### src/rtl/trig_unit.sv
`timescale 1ns/1ps
`default_nettype none
// +--------------------------------------------------------------------------+
// | Module      : trig_unit                                                  |
// | Description : Multi-channel trigger unit for the ADC capture path.       |
// |               Selects a channel, applies a Schmitt comparator on the     |
// |               chosen edge and runs an auto/normal/single trigger FSM     |
// |               with holdoff and auto-mode timeout forcing.                |
// | Options     : define TRIG_EXT_EN to add the synchronized ext_trig source |
// |               (selected by ch_sel == NUM_CH).                            |
// | Revision    : 1.0 - initial release                                      |
// +--------------------------------------------------------------------------+
module trig_unit #(
  parameter int DATA_W = 8,
  parameter int NUM_CH = 2,
  parameter int SEL_W  = 2,
  parameter int CNT_W  = 32
) (
  input  logic                     ADC_clk,
  input  logic                     sys_rst_n,
  input  logic [NUM_CH*DATA_W-1:0] ch_data,
  input  logic [SEL_W-1:0]         ch_sel,
  input  logic [DATA_W-1:0]        trig_level,
  input  logic [DATA_W-1:0]        hyst,
  input  logic                     edge_sel,
  input  logic [1:0]               trig_mode,
  input  logic                     arm,
  input  logic [CNT_W-1:0]         timeout,
  input  logic [CNT_W-1:0]         holdoff,
`ifdef TRIG_EXT_EN
  input  logic                     ext_trig,
`endif
  output logic                     trig_flag,
  output logic                     trig_forced,
  output logic                     armed,
  output logic                     done
);

  localparam logic [1:0] c_MODE_AUTO   = 2'b00;
  localparam logic [1:0] c_MODE_NORMAL = 2'b01;
  localparam logic [1:0] c_MODE_SINGLE = 2'b10;

  typedef enum logic [1:0] {
    S_IDLE    = 2'd0,
    S_ARMED   = 2'd1,
    S_HOLDOFF = 2'd2,
    S_DONE    = 2'd3
  } state_t;

  state_t            r_state, w_state_nxt;
  logic [DATA_W-1:0] w_sel_data, r_data;
  logic [DATA_W:0]   w_diff, w_sum;
  logic [DATA_W-1:0] w_lo, w_hi;
  logic              w_q_nxt, r_q, r_q_d, w_event;
  logic [1:0]        r_mode_q;
  logic [SEL_W-1:0]  r_sel_q;
  logic              r_edge_q, w_cfg_change;
  logic [CNT_W-1:0]  r_to_cnt, r_ho_cnt;
  logic              w_to_clr, w_ho_clr, w_fire, w_forced;

  // Channel mux; any out-of-range select falls back to channel 0
  always_comb begin
    w_sel_data = ch_data[DATA_W-1:0];
    for (int i = 1; i < NUM_CH; i++) begin
      if (ch_sel == SEL_W'(i)) w_sel_data = ch_data[i*DATA_W +: DATA_W];
    end
  end

  // Register the selected sample
  always_ff @(posedge ADC_clk or negedge sys_rst_n) begin
    if (!sys_rst_n) r_data <= '0;
    else            r_data <= w_sel_data;
  end

  // Hysteresis thresholds, saturated at the ends of the sample range
  assign w_diff = {1'b0, trig_level} - {1'b0, hyst};
  assign w_sum  = {1'b0, trig_level} + {1'b0, hyst};
  assign w_lo   = w_diff[DATA_W] ? '0 : w_diff[DATA_W-1:0];
  assign w_hi   = w_sum[DATA_W]  ? '1 : w_sum[DATA_W-1:0];

`ifdef TRIG_EXT_EN
  localparam logic [SEL_W-1:0] c_EXT_SEL = SEL_W'(NUM_CH);
  logic r_ext_s1, r_ext_s2;
  logic w_ext_sel;
  assign w_ext_sel = (ch_sel == c_EXT_SEL);

  // Two-flop synchronizer for the asynchronous external trigger
  always_ff @(posedge ADC_clk or negedge sys_rst_n) begin
    if (!sys_rst_n) begin
      r_ext_s1 <= 1'b0;
      r_ext_s2 <= 1'b0;
    end else begin
      r_ext_s1 <= ext_trig;
      r_ext_s2 <= r_ext_s1;
    end
  end
`endif

  // Schmitt comparator: next value of q for the selected edge polarity
  always_comb begin
    w_q_nxt = r_q;
    if (!edge_sel) begin
      if (r_data >= trig_level)  w_q_nxt = 1'b1;
      else if (r_data < w_lo)    w_q_nxt = 1'b0;
    end else begin
      if (r_data <= trig_level)  w_q_nxt = 1'b0;
      else if (r_data > w_hi)    w_q_nxt = 1'b1;
    end
`ifdef TRIG_EXT_EN
    if (w_ext_sel) w_q_nxt = r_ext_s2;
`endif
  end

  // Schmitt state and its one-cycle delay used for edge detection
  always_ff @(posedge ADC_clk or negedge sys_rst_n) begin
    if (!sys_rst_n) begin
      r_q   <= 1'b0;
      r_q_d <= 1'b0;
    end else begin
      r_q   <= w_q_nxt;
      r_q_d <= r_q;
    end
  end

  assign w_event = edge_sel ? (r_q_d & ~r_q) : (r_q & ~r_q_d);

  // Registered copies of the configuration used to spot a change
  always_ff @(posedge ADC_clk or negedge sys_rst_n) begin
    if (!sys_rst_n) begin
      r_mode_q <= 2'b00;
      r_sel_q  <= '0;
      r_edge_q <= 1'b0;
    end else begin
      r_mode_q <= trig_mode;
      r_sel_q  <= ch_sel;
      r_edge_q <= edge_sel;
    end
  end

  assign w_cfg_change = (trig_mode != r_mode_q) || (ch_sel != r_sel_q) || (edge_sel != r_edge_q);

  // Next-state and trigger decision; a configuration change overrides everything.
  // The timeout compare uses the full count so the first ARMED cycle acts as the
  // re-arm cycle before timeout counted cycles elapse.
  always_comb begin
    w_state_nxt = r_state;
    w_fire      = 1'b0;
    w_forced    = 1'b0;
    w_to_clr    = 1'b0;
    w_ho_clr    = 1'b0;
    case (r_state)
      S_IDLE: begin
        if ((trig_mode == c_MODE_AUTO) || (trig_mode == c_MODE_NORMAL) ||
            ((trig_mode == c_MODE_SINGLE) && arm)) begin
          w_state_nxt = S_ARMED;
          w_to_clr    = 1'b1;
        end
      end
      S_ARMED: begin
        if (w_event) begin
          w_fire      = 1'b1;
          w_state_nxt = (trig_mode == c_MODE_SINGLE) ? S_DONE : S_HOLDOFF;
          w_ho_clr    = 1'b1;
        end else if ((trig_mode == c_MODE_AUTO) && (timeout != '0) && (r_to_cnt == timeout)) begin
          w_fire      = 1'b1;
          w_forced    = 1'b1;
          w_state_nxt = S_HOLDOFF;
          w_ho_clr    = 1'b1;
        end
      end
      S_HOLDOFF: begin
        if (r_ho_cnt >= holdoff) begin
          w_state_nxt = S_ARMED;
          w_to_clr    = 1'b1;
        end
      end
      S_DONE: begin
        if (arm) begin
          w_state_nxt = S_HOLDOFF;
          w_ho_clr    = 1'b1;
        end
      end
      default: w_state_nxt = S_IDLE;
    endcase
    if (w_cfg_change) begin
      w_state_nxt = S_IDLE;
      w_fire      = 1'b0;
      w_forced    = 1'b0;
      w_to_clr    = 1'b1;
      w_ho_clr    = 1'b1;
    end
  end

  // State register and registered trigger pulse
  always_ff @(posedge ADC_clk or negedge sys_rst_n) begin
    if (!sys_rst_n) begin
      r_state     <= S_IDLE;
      trig_flag   <= 1'b0;
      trig_forced <= 1'b0;
    end else begin
      r_state     <= w_state_nxt;
      trig_flag   <= w_fire;
      trig_forced <= w_forced;
    end
  end

  // Timeout counter runs in ARMED, holdoff counter runs in HOLDOFF
  always_ff @(posedge ADC_clk or negedge sys_rst_n) begin
    if (!sys_rst_n) begin
      r_to_cnt <= '0;
      r_ho_cnt <= '0;
    end else begin
      if (w_to_clr)                 r_to_cnt <= '0;
      else if (r_state == S_ARMED)  r_to_cnt <= r_to_cnt + CNT_W'(1);
      if (w_ho_clr)                 r_ho_cnt <= '0;
      else if (r_state == S_HOLDOFF) r_ho_cnt <= r_ho_cnt + CNT_W'(1);
    end
  end

  assign armed = (r_state == S_ARMED);
  assign done  = (r_state == S_DONE);

endmodule
`default_nettype wire

### config.mk
export PLATFORM = sky130hd
export DESIGN_NAME = trig_unit
export DESIGN_NICKNAME = d
export VERILOG_FILES = /design/src/rtl/trig_unit.sv
export SDC_FILE = /design/constraint.sdc
export NUM_CORES = 1
export LEC_CHECK = 0
export BUFFER_PORTS_ARGS = -buffer_cell sky130_fd_sc_hd__buf_4
export CAP_MARGIN = 10
export CORE_MARGIN = 2
export CORE_UTILIZATION = 46
export DETAILED_ROUTE_END_ITERATION = 12
export PLACE_DENSITY = 0.7
export SLEW_MARGIN = 20
export SYNTH_ARGS = -nofsm -noshare
export SYNTH_HDL_FRONTEND = slang
export SYNTH_SLANG_ARGS = --single-unit
export TNS_END_PERCENT = 100
### constraint.sdc
create_clock -name ADC_clk -period 2.39 [get_ports ADC_clk]
set_clock_uncertainty 0.2 [all_clocks]
set_input_delay 0.478 -clock ADC_clk [delete_from_list [all_inputs] [get_ports ADC_clk]]
set_output_delay 0.478 -clock ADC_clk [all_outputs]
set_load 0.01 [all_outputs]
## After elaboration in Yosys (flattened, before gate mapping)

Cells that the tools add are included.

- Add/sub/neg operators: 4
- Order comparisons: 5
- Equality and inequality tests: 15
- Mux-type cells: 35
- Bitwise logic cells: 4
- Reduce and logical (&&, ||, !) cells: 15

Operators by type and width:

| cell | count |
|---|---|
| 2-to-1 mux 32 bit | 4 |
| adder 32 x 1 -> 32 bit (second input constant) | 2 |
| == test 32 bit | 1 |
| >= comparator 32 bit | 1 |
| nonzero test 32 bit | 1 |
| 2-to-1 mux 8 bit | 3 |
| 2-to-1 mux 1 bit | 19 |
| 2-to-1 mux 2 bit | 6 |
| adder 8 x 8 -> 9 bit | 1 |
| subtractor 8 x 8 -> 9 bit | 1 |
| >= comparator 8 bit | 1 |
| greater-than comparator 8 bit | 1 |
| less-or-equal comparator 8 bit | 1 |
| < comparator 8 bit | 1 |
| one-hot mux 2 bit (4 select lines) | 1 |
| == test 2 x 1 -> 1 bit (second input constant) | 3 |
| == test 2 bit (second input constant) | 3 |
| != test 3 bit (second input constant) | 2 |
| zero test 2 bit | 2 |
| logical OR 1 bit | 4 |
| != test 2 bit | 2 |
| != test 4 x 1 -> 1 bit (second input constant) | 1 |
| one-hot mux 1 bit (2 select lines) | 2 |
| AND reduction 4 bit | 1 |
| 9 further kinds | 14 |

- Bits in registers: 83
- Input port bits: 104
- Output and inout bits: 4
- Word-level logic and storage cells: 89

## Longest topological paths before layout

Gate-level depths: netlist (run 1).

- Word-level depth: 8
- Depth in mapped cells: 17
- Gate-level depth less buffers: 17

## Worst setup path before layout (run 1)

Ideal clock, no wire load.

- Path kind: input -> register
- Start: input hyst[2]
- End: register r_q
- Setup time: 134 ps
- Arrival time: 3045 ps
- Data required time: 2056 ps
- Slack: -989 ps
- Cell stages on the path: 15
- Buffers on the path: 0
- Cell sequence: inv_1 -> ha_1 -> nand2b_1 -> a21oi_1 -> o21bai_1 -> a21oi_1 -> nor2_1 -> o31ai_2 -> nor2_1 -> ha_1 -> a21o_1 -> a2111oi_0 -> o31ai_1 -> a31oi_1 -> o21ai_0

- Word-level cells in the longest chain between the ends: 5
- Elaborated cells on any way between the ends: 9
- Classes of those cells: add/sub: 2; order compare: 2; eq/ne: 1; mux: 2; reduce/logical: 2

RTL lines:

| what | line | RTL |
|---|---|---|
| start, declared | 24 | `input logic [DATA_W-1:0] hyst,` |
| adder 8 x 8 -> 9 bit or subtractor 8 x 8 -> 9 bit (tied branches) | 77, 76 |  |
| 2-to-1 mux 8 bit, on equally long branches | 79, 78 |  |
| greater-than comparator 8 bit or < comparator 8 bit (tied branches) | 107, 104 |  |
| != test 3 x 1 -> 1 bit (no line) or nonzero test 3 bit (tied branches) | - |  |
| AND reduction 2 bit (no line) * | - |  |
| end signal, assigned | 120 | `r_q <= w_q_nxt;` |
| end, declared | 54 | `logic w_q_nxt, r_q, r_q_d, w_event;` |

Mark *: on every way between the ends. The rest lies on a longest branch, timed or not.
A chain may end at the register's enable or synchronous reset.

## Worst setup path after layout (run 1)

Ends and elaborated chain as after synthesis.

==> results.json, run 1 <==
{
  "status": "finished with violations",
  "violations": "setup timing",
  "finalCriticalPeriod_ns": 3.10,
  "grt_usage": 0.232,
  "totalWireLength_um": 16500,
  "num_antenna_cells": 0,
  "drive_gt1_frac": 0.365,
  "grt_overflow_total": 0,
  "power.total_mw": 3.60,
  "cts_inserted_buffers": 9,
  "synth.area.top_cells": "dfrtp_1 (33%), ha_1 (15%), xnor2_1 (7.7%), xor2_1 (6.8%), nor2_1 (6.3%)",
  "worstPathRequired_ns": 2.40,
  "ys.flop_type": "dfrtp_1",
  "period_share": 1.30,
  "final_cell_mix": "buf_4 (212), dfrtp_1 (83), nor2_1 (70)",
  "cp_cell_sequence": "buf_4 -> inv_2 -> ha_4 -> nand2b_4 -> a21oi_4 -> o21bai_2 -> a21oi_2 -> nor2_4 -> o31ai_4 -> nor2_1 -> ha_1 -> a21o_1 -> a2111oi_4 -> o31ai_2 -> a31oi_1 -> o21ai_1",
  "worstPathMaxFanout": 7,
  "portBuffers": 107,
  "hold_viol": 0,
  "cts.path.max_buffers": 2,
  "clk-insertion-delay-late_ns": 0.33,
  "startpoint_type": "primary input",
  "critPathKind": "in -> reg",
  "synth_edf_count": 0,
  "yosysTopAreaCell": "dfrtp_1",
  "drc": 0,
  "whs_path_depth": 1,
  "p_int_mw": 2.62,
  "drtAntennaViolNets": 0,
  "htreeDepth": 3,
  "worst_pin_slew_ns": 0.355,
  "power_density_nw_per_um2": 401,
  "netlist_area_um2": 6290,
  "wire_per_inst_um": 14.8,
  "initial_utilization": 0.473,
  "slew_headroom": 0.757,
  "rows": 42,
  "r2r_cells": 11,
  "synth_cells": 707,
  "ios": 108,
  "ir_drop_mv": 0.342,
  "area_delta_synth_final_pct": 42.5,
  "slew_viol_final": 0,
  "grt_max_degree": 44,
  "synth.distinct_cells": 59,
  "grt_setup_unrepaired": "yes",
  "arrival_ns": 3.11,
  "worst_hold_slack_ns": 0.0764,
  "synth_top_area_share": 0.330,
  "cp_slowest_cell": "o31ai_4",
  "max_cap_viol_count": 0,
  "reg2reg_slack_ns": -0.10,
  "p_switching_mw": 0.975,
  "fp.dieArea_um2": 14600,
  "antenna_found_initial": 0,
  "worst_slack_ns": -0.712,
  "die_w_um": 121,
  "setup_violations": 33,
  "drt_first_iter_violations": 225,
  "avgViaCountPerCell": 5.18,
  "cts_sinks": 83,
  "cp-end-kind": "flop",
  "hp-class": "in -> reg",
  "clkPwrFrac": 0.353,
  "clk_pin_slew_ns": 0.06,
  "root_buffer": "clkbuf_16",
  "power_frac_seq": 0.405,
  "gp_congestion": 0.900,
  "ys_warn_count": 0,
  "async_reset_ff_frac": 1.00,
  "cpPeakStageDelay_ns": 0.36,
  "fmax_mhz": 322,
  "coreArea_um2": 13300,
  "yosys_register_bits": 83,
  "leakage_nw": 4.13,
  "layout.cells.most_common": "buf_4",
  "drt_pass1_iterations": 4,
  "nets": 1110,
  "dp_hpwl_um": 12500,
  "grt_pass1_vias": 5911,
  "syn_avg_cell_area_um2": 8.90,
  "switching_share": 0.271,
  "ys_seq_area_frac": 0.330,
  "vias": 5753,
  "synth_fp_nets": 886,
  "comb_power_share": 0.242,
  "dp_slack_ns": -1.25,
  "grt_pass1_wl_um": 27200,
  "die_h_um": 121,
  "cts_tree": "yes"
}
-- layout make-up --
class                      instances  area, µm²
clock buffer                      11        243
clock inverter                     4       27.5
fill                            1033       4330
inverter                          63        249
multi-input combinational        550       4350
sequential                        83       2080
tap                              176        220
timing repair buffer             224       1790
-- flip-flops by register name, summed over array words and instances, names as in the netlist --
signal       count
r_ho_cnt        32
r_to_cnt        32
r_data           8
r_mode_q         2
r_sel_q          2
r_state          2
r_edge_q         1
r_q              1
r_q_d            1
trig_flag        1
trig_forced      1
-- metrics by stage --
step                instances  setup TNS [ns]   util  cell area [µm²]
CTS                      1108           -2.16  0.655             8710
global placement         1077          -11.59  0.611             8130
global route             1111           -6.95  0.674             8960
finish                   1111           -3.15  0.674             8960
detailed placement       1077          -15.96  0.611             8130
floorplan                 707           -1.25      -             6420
-- power groups by stage --
stage	Combinational (mW)	Clock (mW)	Sequential (mW)
floorplan	0.391	0	1.47
global placement	0.765	0	1.48
detailed placement	0.783	0	1.48
CTS	0.831	1.29	1.45
global route	0.964	1.36	1.46
finish	0.871	1.27	1.46
-- worst paths after layout --
kind                             start            to
setup / recovery               hyst[2]           r_q
hold / removal               ch_sel[0]    r_sel_q[0]
setup reg to reg           r_ho_cnt[7]  r_to_cnt[18]
hold reg to reg                    r_q         r_q_d
max in group asynchronous    sys_rst_n    r_sel_q[1]
min in group asynchronous    sys_rst_n  r_ho_cnt[15]
-- cell usage after synthesis, types with 4 or more instances --
cell type and count:
o21ai_0 13, nor2b_1 8, and3_1 11, nand2_1 56
inv_1 63, xnor2_1 55, and4_1 4, dfrtp_1 83
buf_6 6, a21oi_1 32, ha_1 73, mux2_2 8
nor3_1 5, a21o_1 4, xor2_1 49, nand2b_1 7
nor4_1 13, nand3_1 25, nor2_1 105, nand4_1 28
-- cells by family (layout without fill, tap and decap cells) --
family	Yosys count	after routing	synth area share
adder cells (fa/ha/maj)	75	75	0.152
XOR/XNOR	104	104	0.145
AO/OA/AOI/OAI	79	79	0.0816
multiplexers	11	11	0.0191
flip-flops	83	83	0.330
AND/OR/NAND/NOR	281	281	0.220
buffers and inverters	74	302	0.0523
-- metal layers --
metal	routed length, µm	part of all wire	global-route usage
met5	0	0	0
met4	221	0.013	0.0669
met3	772	0.047	0.0357
met2	8280	0.50	0.401
met1	7200	0.44	0.299
-- what timing repair did --
| action | CTS | global route |
|---|---|---|
| setup buffers | 13 | 4 |
| hold endpoints to repair | 26 | 0 |
| gates resized for setup | 33 | 60 |
| gates cloned | 2 | 1 |
| endpoints found under the setup margin | 35 | 66 |
| pin swaps | 9 | 24 |
| hold buffers | 1 | 0 |
-- worst max-delay path: cells and delay by family --
family	cells	cell delay, ns
buffers and inverters	2	0.17
AOI/OAI and AO/OA	9	1.66
and+or+nand+nor	3	0.29
adders and majority gates	2	0.49
No activity file was read; power rests on OpenSTA's default activity.
==> run 2: changes to the inputs <==
HOLD_SLACK_MARGIN = 0.08   (was unset)
SETUP_SLACK_MARGIN = 0.3   (was unset)
SLEW_MARGIN = 30   (was 20)
==> run 2 against run 1 <==
  * The flow still finishes with violations (setup timing)
  * Worst setup slack got worse by 0.012 ns
  * Global-route usage is 1.2 points higher
  * Combinational power is essentially flat
  * Fmax is 0.37% lower
  * Clock power increased by 18%
  * Non-clock buffer count increased by 12
  * Utilization grew 3.7 points
  * Via count increased by 2.7%
  * Hold slack gained 0.029 ns
  * Wire length increased by 7.8%
  * Critical path depth decreased by 1
  * Critical path type unchanged
==> results.json, run 2 (synthesized netlist as in run 1, its figures left out) <==
{
  "max_cap_viol_count": 0,
  "period_share": 1.30,
  "antenna_found_initial": 0,
  "top_regs": "r_ho_cnt (32), r_to_cnt (32), r_data (8)",
  "root_buffer": "clkbuf_16",
  "area_delta_synth_final_pct": 50.2,
  "fill_cells": 962,
  "grt_pass1_wl_um": 28800,
  "final_cell_area_um2": 9450,
  "cp-end-kind": "flop",
  "coreArea_um2": 13300,
  "drc": 0,
  "totalWireLength_um": 17800,
  "clk-insertion-delay-late_ns": 0.34,
  "avgViaCountPerCell": 5.26,
  "rows": 42,
  "gp_congestion": 0.959,
  "slew_headroom": 0.655,
  "worstPathMaxFanout": 7,
  "critPathKind": "in -> reg",
  "drt_pass1_iterations": 6,
  "cpPeakStageDelay_ns": 0.38,
  "worst_slack_ns": -0.723,
  "die_w_um": 121,
  "cts_sinks": 83,
  "grt_overflow_total": 0,
  "postPlaceCellArea_um2": 8090,
  "die_h_um": 121,
  "hold_viol": 0,
  "clk_pin_slew_ns": 0.06,
  "vias": 5908,
  "hp-class": "in -> reg",
  "setup_violations": 34,
  "startpoint_type": "primary input",
  "fp.dieArea_um2": 14600,
  "status": "finished with violations",
  "arrival_ns": 3.12,
  "r2r-start": "r_ho_cnt[27]",
  "finalCriticalPeriod_ns": 3.11,
  "initial_utilization": 0.473,
  "ios": 108,
  "portBuffers": 107,
  "cp_cell_sequence": "buf_6 -> ha_4 -> fa_2 -> nand2b_4 -> a21oi_2 -> o21bai_1 -> a21oi_1 -> nor2_2 -> o31ai_4 -> a21oi_1 -> ha_1 -> a2111oi_2 -> o31ai_1 -> a31oi_1 -> o21ai_1",
  "worstPathRequired_ns": 2.40,
  "grt_pass1_vias": 6162,
  "drive_gt1_frac": 0.427,
  "drt_first_iter_violations": 222,
  "nets": 1122,
  "ir_drop_mv": 0.297,
  "grt_max_degree": 48,
  "grt_usage": 0.244,
  "grt_setup_unrepaired": "yes",
  "dp_hpwl_um": 12700,
  "cp_common_cell": "a21oi_1",
  "wire_per_inst_um": 15.8,
  "fmax_mhz": 321,
  "finalSetupTns_ns": -4.72,
  "leakage_nw": 4.24,
  "cts.path.max_buffers": 2,
  "drtAntennaViolNets": 0,
  "violations": "setup timing",
  "cts_tree": "yes",
  "worst_pin_slew_ns": 0.518,
  "dp_slack_ns": -1.29,
  "power_density_nw_per_um2": 404,
  "slew_viol_final": 0,
  "cp-startpoint": "trig_level[0]",
  "hp-start": "trig_mode[1]",
  "layout.cells.most_common": "buf_4",
  "htreeDepth": 3,
  "num_antenna_cells": 0,
  "cts_inserted_buffers": 9,
  "final_cell_mix": "buf_4 (217), dfrtp_1 (71), ha_1 (59)",
  "cp_slowest_cell": "fa_2"
}
==> run 2: worst paths after layout <==
kind	endpoint	slack (ns)	cells past startpoint
worst max-delay path	r_q	-0.72	15
worst min-delay path	r_mode_q[1]	0.11	1
worst max register to register	r_to_cnt[18]	-0.17	11
worst min register to register	r_q_d	0.32	0
max in group asynchronous	r_to_cnt[2]	0.88	3
min in group asynchronous	r_ho_cnt[15]	0.44	2
==> run 2: repair_timing <==
action | CTS | global route
setup endpoints to repair | 68 | 68
hold endpoints to repair | 38 | 0
cloned | 4 | 0
buffers inserted | 25 | 13
gates resized for setup | 58 | 103
pin swaps | 34 | 21
hold buffers | 3 | 0
==> run 2: report_power, final <==
group	internal [mW]	switching, mW	total [mW]
clock	0.918	0.580	1.50
combinational	0.454	0.413	0.868
sequential	1.43	0.0262	1.46
total	2.80	1.02	3.82
==> run 2: per-layer routing <==
metal  vias up  wire length (µm)  global-route usage
li1       2881                 -                   -
met1      2835              7820               0.320
met2       157              8790               0.417
met3        35               783              0.0305
met4         0               366              0.0785
met5         -                 0                   0
==> run 2: worst max-delay path: cells and delay by family <==
kind | cells | cell delay [ns]
AOI/OAI and AO/OA | 9 | 1.41
and+or+nand+nor | 2 | 0.30
buffers and inverters | 1 | 0.10
adders and majority gates | 3 | 0.84
==> run 2: final cells by class <==
class / count / area, µm² / area share
Multi-Input combinational cell: 550 / 4630 / 0.490
Sequential cell: 83 / 2090 / 0.221
Timing Repair Buffer: 236 / 1940 / 0.205
Inverter: 63 / 249 / 0.0263
Clock buffer: 10 / 229 / 0.0242
Tap cell: 176 / 220 / 0.0233
Clock inverter: 6 / 90.1 / 0.00953
==> run 2: metrics by stage <==
stage	hold WS, ns	power, mW	cells	utilization
finish	0.106	3.82	1124	0.711
global route	0.0995	3.99	1124	0.711
global placement	0.280	2.23	1063	0.608
detailed placement	0.284	2.25	1063	0.608
CTS	0.0996	3.81	1111	0.676
floorplan	-0.0176	1.87	707	-
==> run 3: changes to the inputs <==
ABC_AREA = 1   (was unset)
PLACE_DENSITY = 0.69   (was 0.7)
==> run 3 against run 2 <==
  * The run still ends with setup timing left
  * Flip-flop and latch count stayed put
  * Sequential power hardly changed
  * Fmax is 4.3% higher
  * Non-clock buffer count is 15 higher
  * Hold slack better by 0.050 ns
  * Via count is 38% higher
  * Register-to-register slack better by 0.21 ns
  * Largest cell class unchanged
  * Sequential share of layout area is 3.4 points lower
==> results.json, run 3 <==
{
  "grt_pass1_wl_um": 34600,
  "grt_pass1_vias": 7442,
  "root_buffer": "clkbuf_16",
  "area_delta_synth_final_pct": 50.4,
  "cts_inserted_buffers": 9,
  "async_reset_ff_frac": 1.00,
  "drtAntennaViolNets": 0,
  "synth_cells": 1092,
  "nets": 1523,
  "netlist_area_um2": 7430,
  "fp.dieArea_um2": 17200,
  "drt_pass1_iterations": 5,
  "ys_warn_count": 0,
  "worstPathRequired_ns": 2.43,
  "synth.area.top_cells": "dfrtp_1 (28%), nand2_1 (12%), ha_1 (12%), inv_1 (8.7%), nor2_1 (7.9%)",
  "top_regs": "r_ho_cnt (32), r_to_cnt (32), r_data (8)",
  "cp-end-kind": "flop",
  "clk-insertion-delay-late_ns": 0.36,
  "slew_viol_final": 0,
  "grt_max_degree": 48,
  "portBuffers": 107,
  "coreArea_um2": 15800,
  "critPathKind": "in -> reg",
  "max_cap_viol_count": 0,
  "fmax_mhz": 335,
  "grt_setup_unrepaired": "yes",
  "cts_tree": "yes",
  "avgViaCountPerCell": 5.23,
  "die_h_um": 131,
  "gp_congestion": 0.946,
  "setup_violations": 1,
  "power.total_mw": 3.86,
  "grt_usage": 0.255,
  "grt_overflow_total": 0,
  "totalWireLength_um": 23200,
  "htreeDepth": 3,
  "leakage_nw": 5.28,
  "startpoint_type": "primary input",
  "slew_headroom": 0.564,
  "syn_avg_cell_area_um2": 6.80,
  "layout.cells.most_common": "buf_4",
  "hp-class": "in -> reg",
  "status": "finished with violations",
  "rows": 46,
  "cts_sinks": 83,
  "yosys_register_bits": 83,
  "hold_viol": 0,
  "ir_drop_mv": 0.359,
  "worst_slack_ns": -0.595,
  "yosysTopAreaCell": "dfrtp_1",
  "violations": "setup timing",
  "ios": 108,
  "ys.flop_type": "dfrtp_1",
  "initial_utilization": 0.469,
  "dp_hpwl_um": 16100,
  "drc": 0,
  "period_share": 1.25,
  "ys_seq_area_frac": 0.280,
  "cts.path.max_buffers": 2,
  "synth_fp_nets": 1271,
  "dp.cells": 1481,
  "final_cell_mix": "buf_4 (218), nand2_1 (214), inv_1 (158)",
  "worstPathMaxFanout": 7,
  "layout.cells.non_filler": 1565,
  "synth.distinct_cells": 44,
  "power_density_nw_per_um2": 346,
  "drive_gt1_frac": 0.371,
  "num_antenna_cells": 0,
  "die_w_um": 131,
  "yosysMostFrequentCell": "nand2_1",
  "clk_pin_slew_ns": 0.06,
  "worst_pin_slew_ns": 0.654,
  "finalCriticalPeriod_ns": 2.99,
  "utilization": 0.706,
  "synth_commonest_cells": "nand2_1 (244), inv_1 (172), nor2_1 (157), dfrtp_1 (83), ha_1 (73)",
  "vias": 8181,
  "synth_top_area_share": 0.280,
  "synth_edf_count": 0,
  "drt_first_iter_violations": 638,
  "antenna_found_initial": 0,
  "arrival_ns": 3.03,
  "wire_per_inst_um": 14.9
}
[run 3: repair_timing]
item | in CTS | in global routing
pin swaps | 35 | 68
gates resized for setup | 86 | 196
hold buffers | 4 | 0
gates cloned | 4 | 1
buffers inserted | 27 | 32
endpoints found under the hold margin | 48 | 0
endpoints found under the setup margin | 64 | 69
[run 3: worst max-delay path, stage by stage]
cell and delay [ns]:
buf_6 0.10, ha_4 0.15, fa_2 0.34, nand2_2 0.09
nand2_1 0.05, nand2_1 0.05, nand2_1 0.08, a21oi_2 0.14
o21bai_1 0.09, nand2_1 0.08, nand2_1 0.06, a21oi_2 0.17
inv_2 0.10, nor2_2 0.09, ha_1 0.25, a21oi_2 0.14
o21ai_1 0.06, nor2b_1 0.13, o32ai_2 0.11, nand2_1 0.08
o211ai_1 0.09, nand2_1 0.07
[run 3: power breakdown]
group,leakage (nW),internal [mW],switching (mW)
combinational,4.04,0.459,0.484
sequential,1.10,1.43,0.0209
clock,0.146,0.843,0.623
[run 3: final cells by class]
type                            instances  area, µm²
Multi-Input combinational cell        814       5690
Fill cell                            1212       4660
Timing Repair Buffer                  251       2110
Sequential cell                        83       2100
Inverter                              185        694
Tap cell                              216        270
Clock buffer                           11        243
Clock inverter                          5       60.1
[run 3: kinds of logic (layout without fill, tap and decap cells)]
group	Yosys count	count (layout)	share of synthesized area
and+or+nand+nor	585	585	0.348
buffers and inverters	195	452	0.0992
AOI/OAI and AO/OA	89	89	0.0652
DFF	83	83	0.280
adders and majority gates	75	75	0.128
xor gates and xnor gates	57	57	0.0672
muxes	8	8	0.0121
[run 3: through the flow]
step	worst slack (ns)	setup TNS (ns)	hold WS [ns]	instance area (µm²)
floorplan	-0.643	-0.643	-0.0176	7450
global placement	-0.941	-0.941	0.206	9090
detailed placement	-1.05	-1.05	0.193	9090
CTS	-0.542	-0.542	0.152	10100
global route	-0.817	-1.13	0.159	11200
finish	-0.595	-0.595	0.156	11200
[run 3: path summary, 6_finish.rpt]
kind | startpoint | end | slack, ns | depth (start not counted)
hold / removal | ch_data[3] | r_data[3] | 0.16 | 2
setup reg to reg | r_ho_cnt[1] | r_ho_cnt[30] | 0.04 | 11
min in group asynchronous | sys_rst_n | r_to_cnt[5] | 0.49 | 2
hold reg to reg | r_q | r_q_d | 0.22 | 0
setup / recovery | hyst[0] | r_q | -0.60 | 22
max in group asynchronous | sys_rst_n | r_state[1] | 0.87 | 3
[run 3: routing by layer]
metal / GRT usage / wire [µm] / vias up
met2: 0.418 / 11100 / 338
li1: - / - / 4009
met5: 0 / 0 / -
met3: 0.0341 / 1640 / 52
met4: 0.0701 / 614 / 0
met1: 0.356 / 9920 / 3782
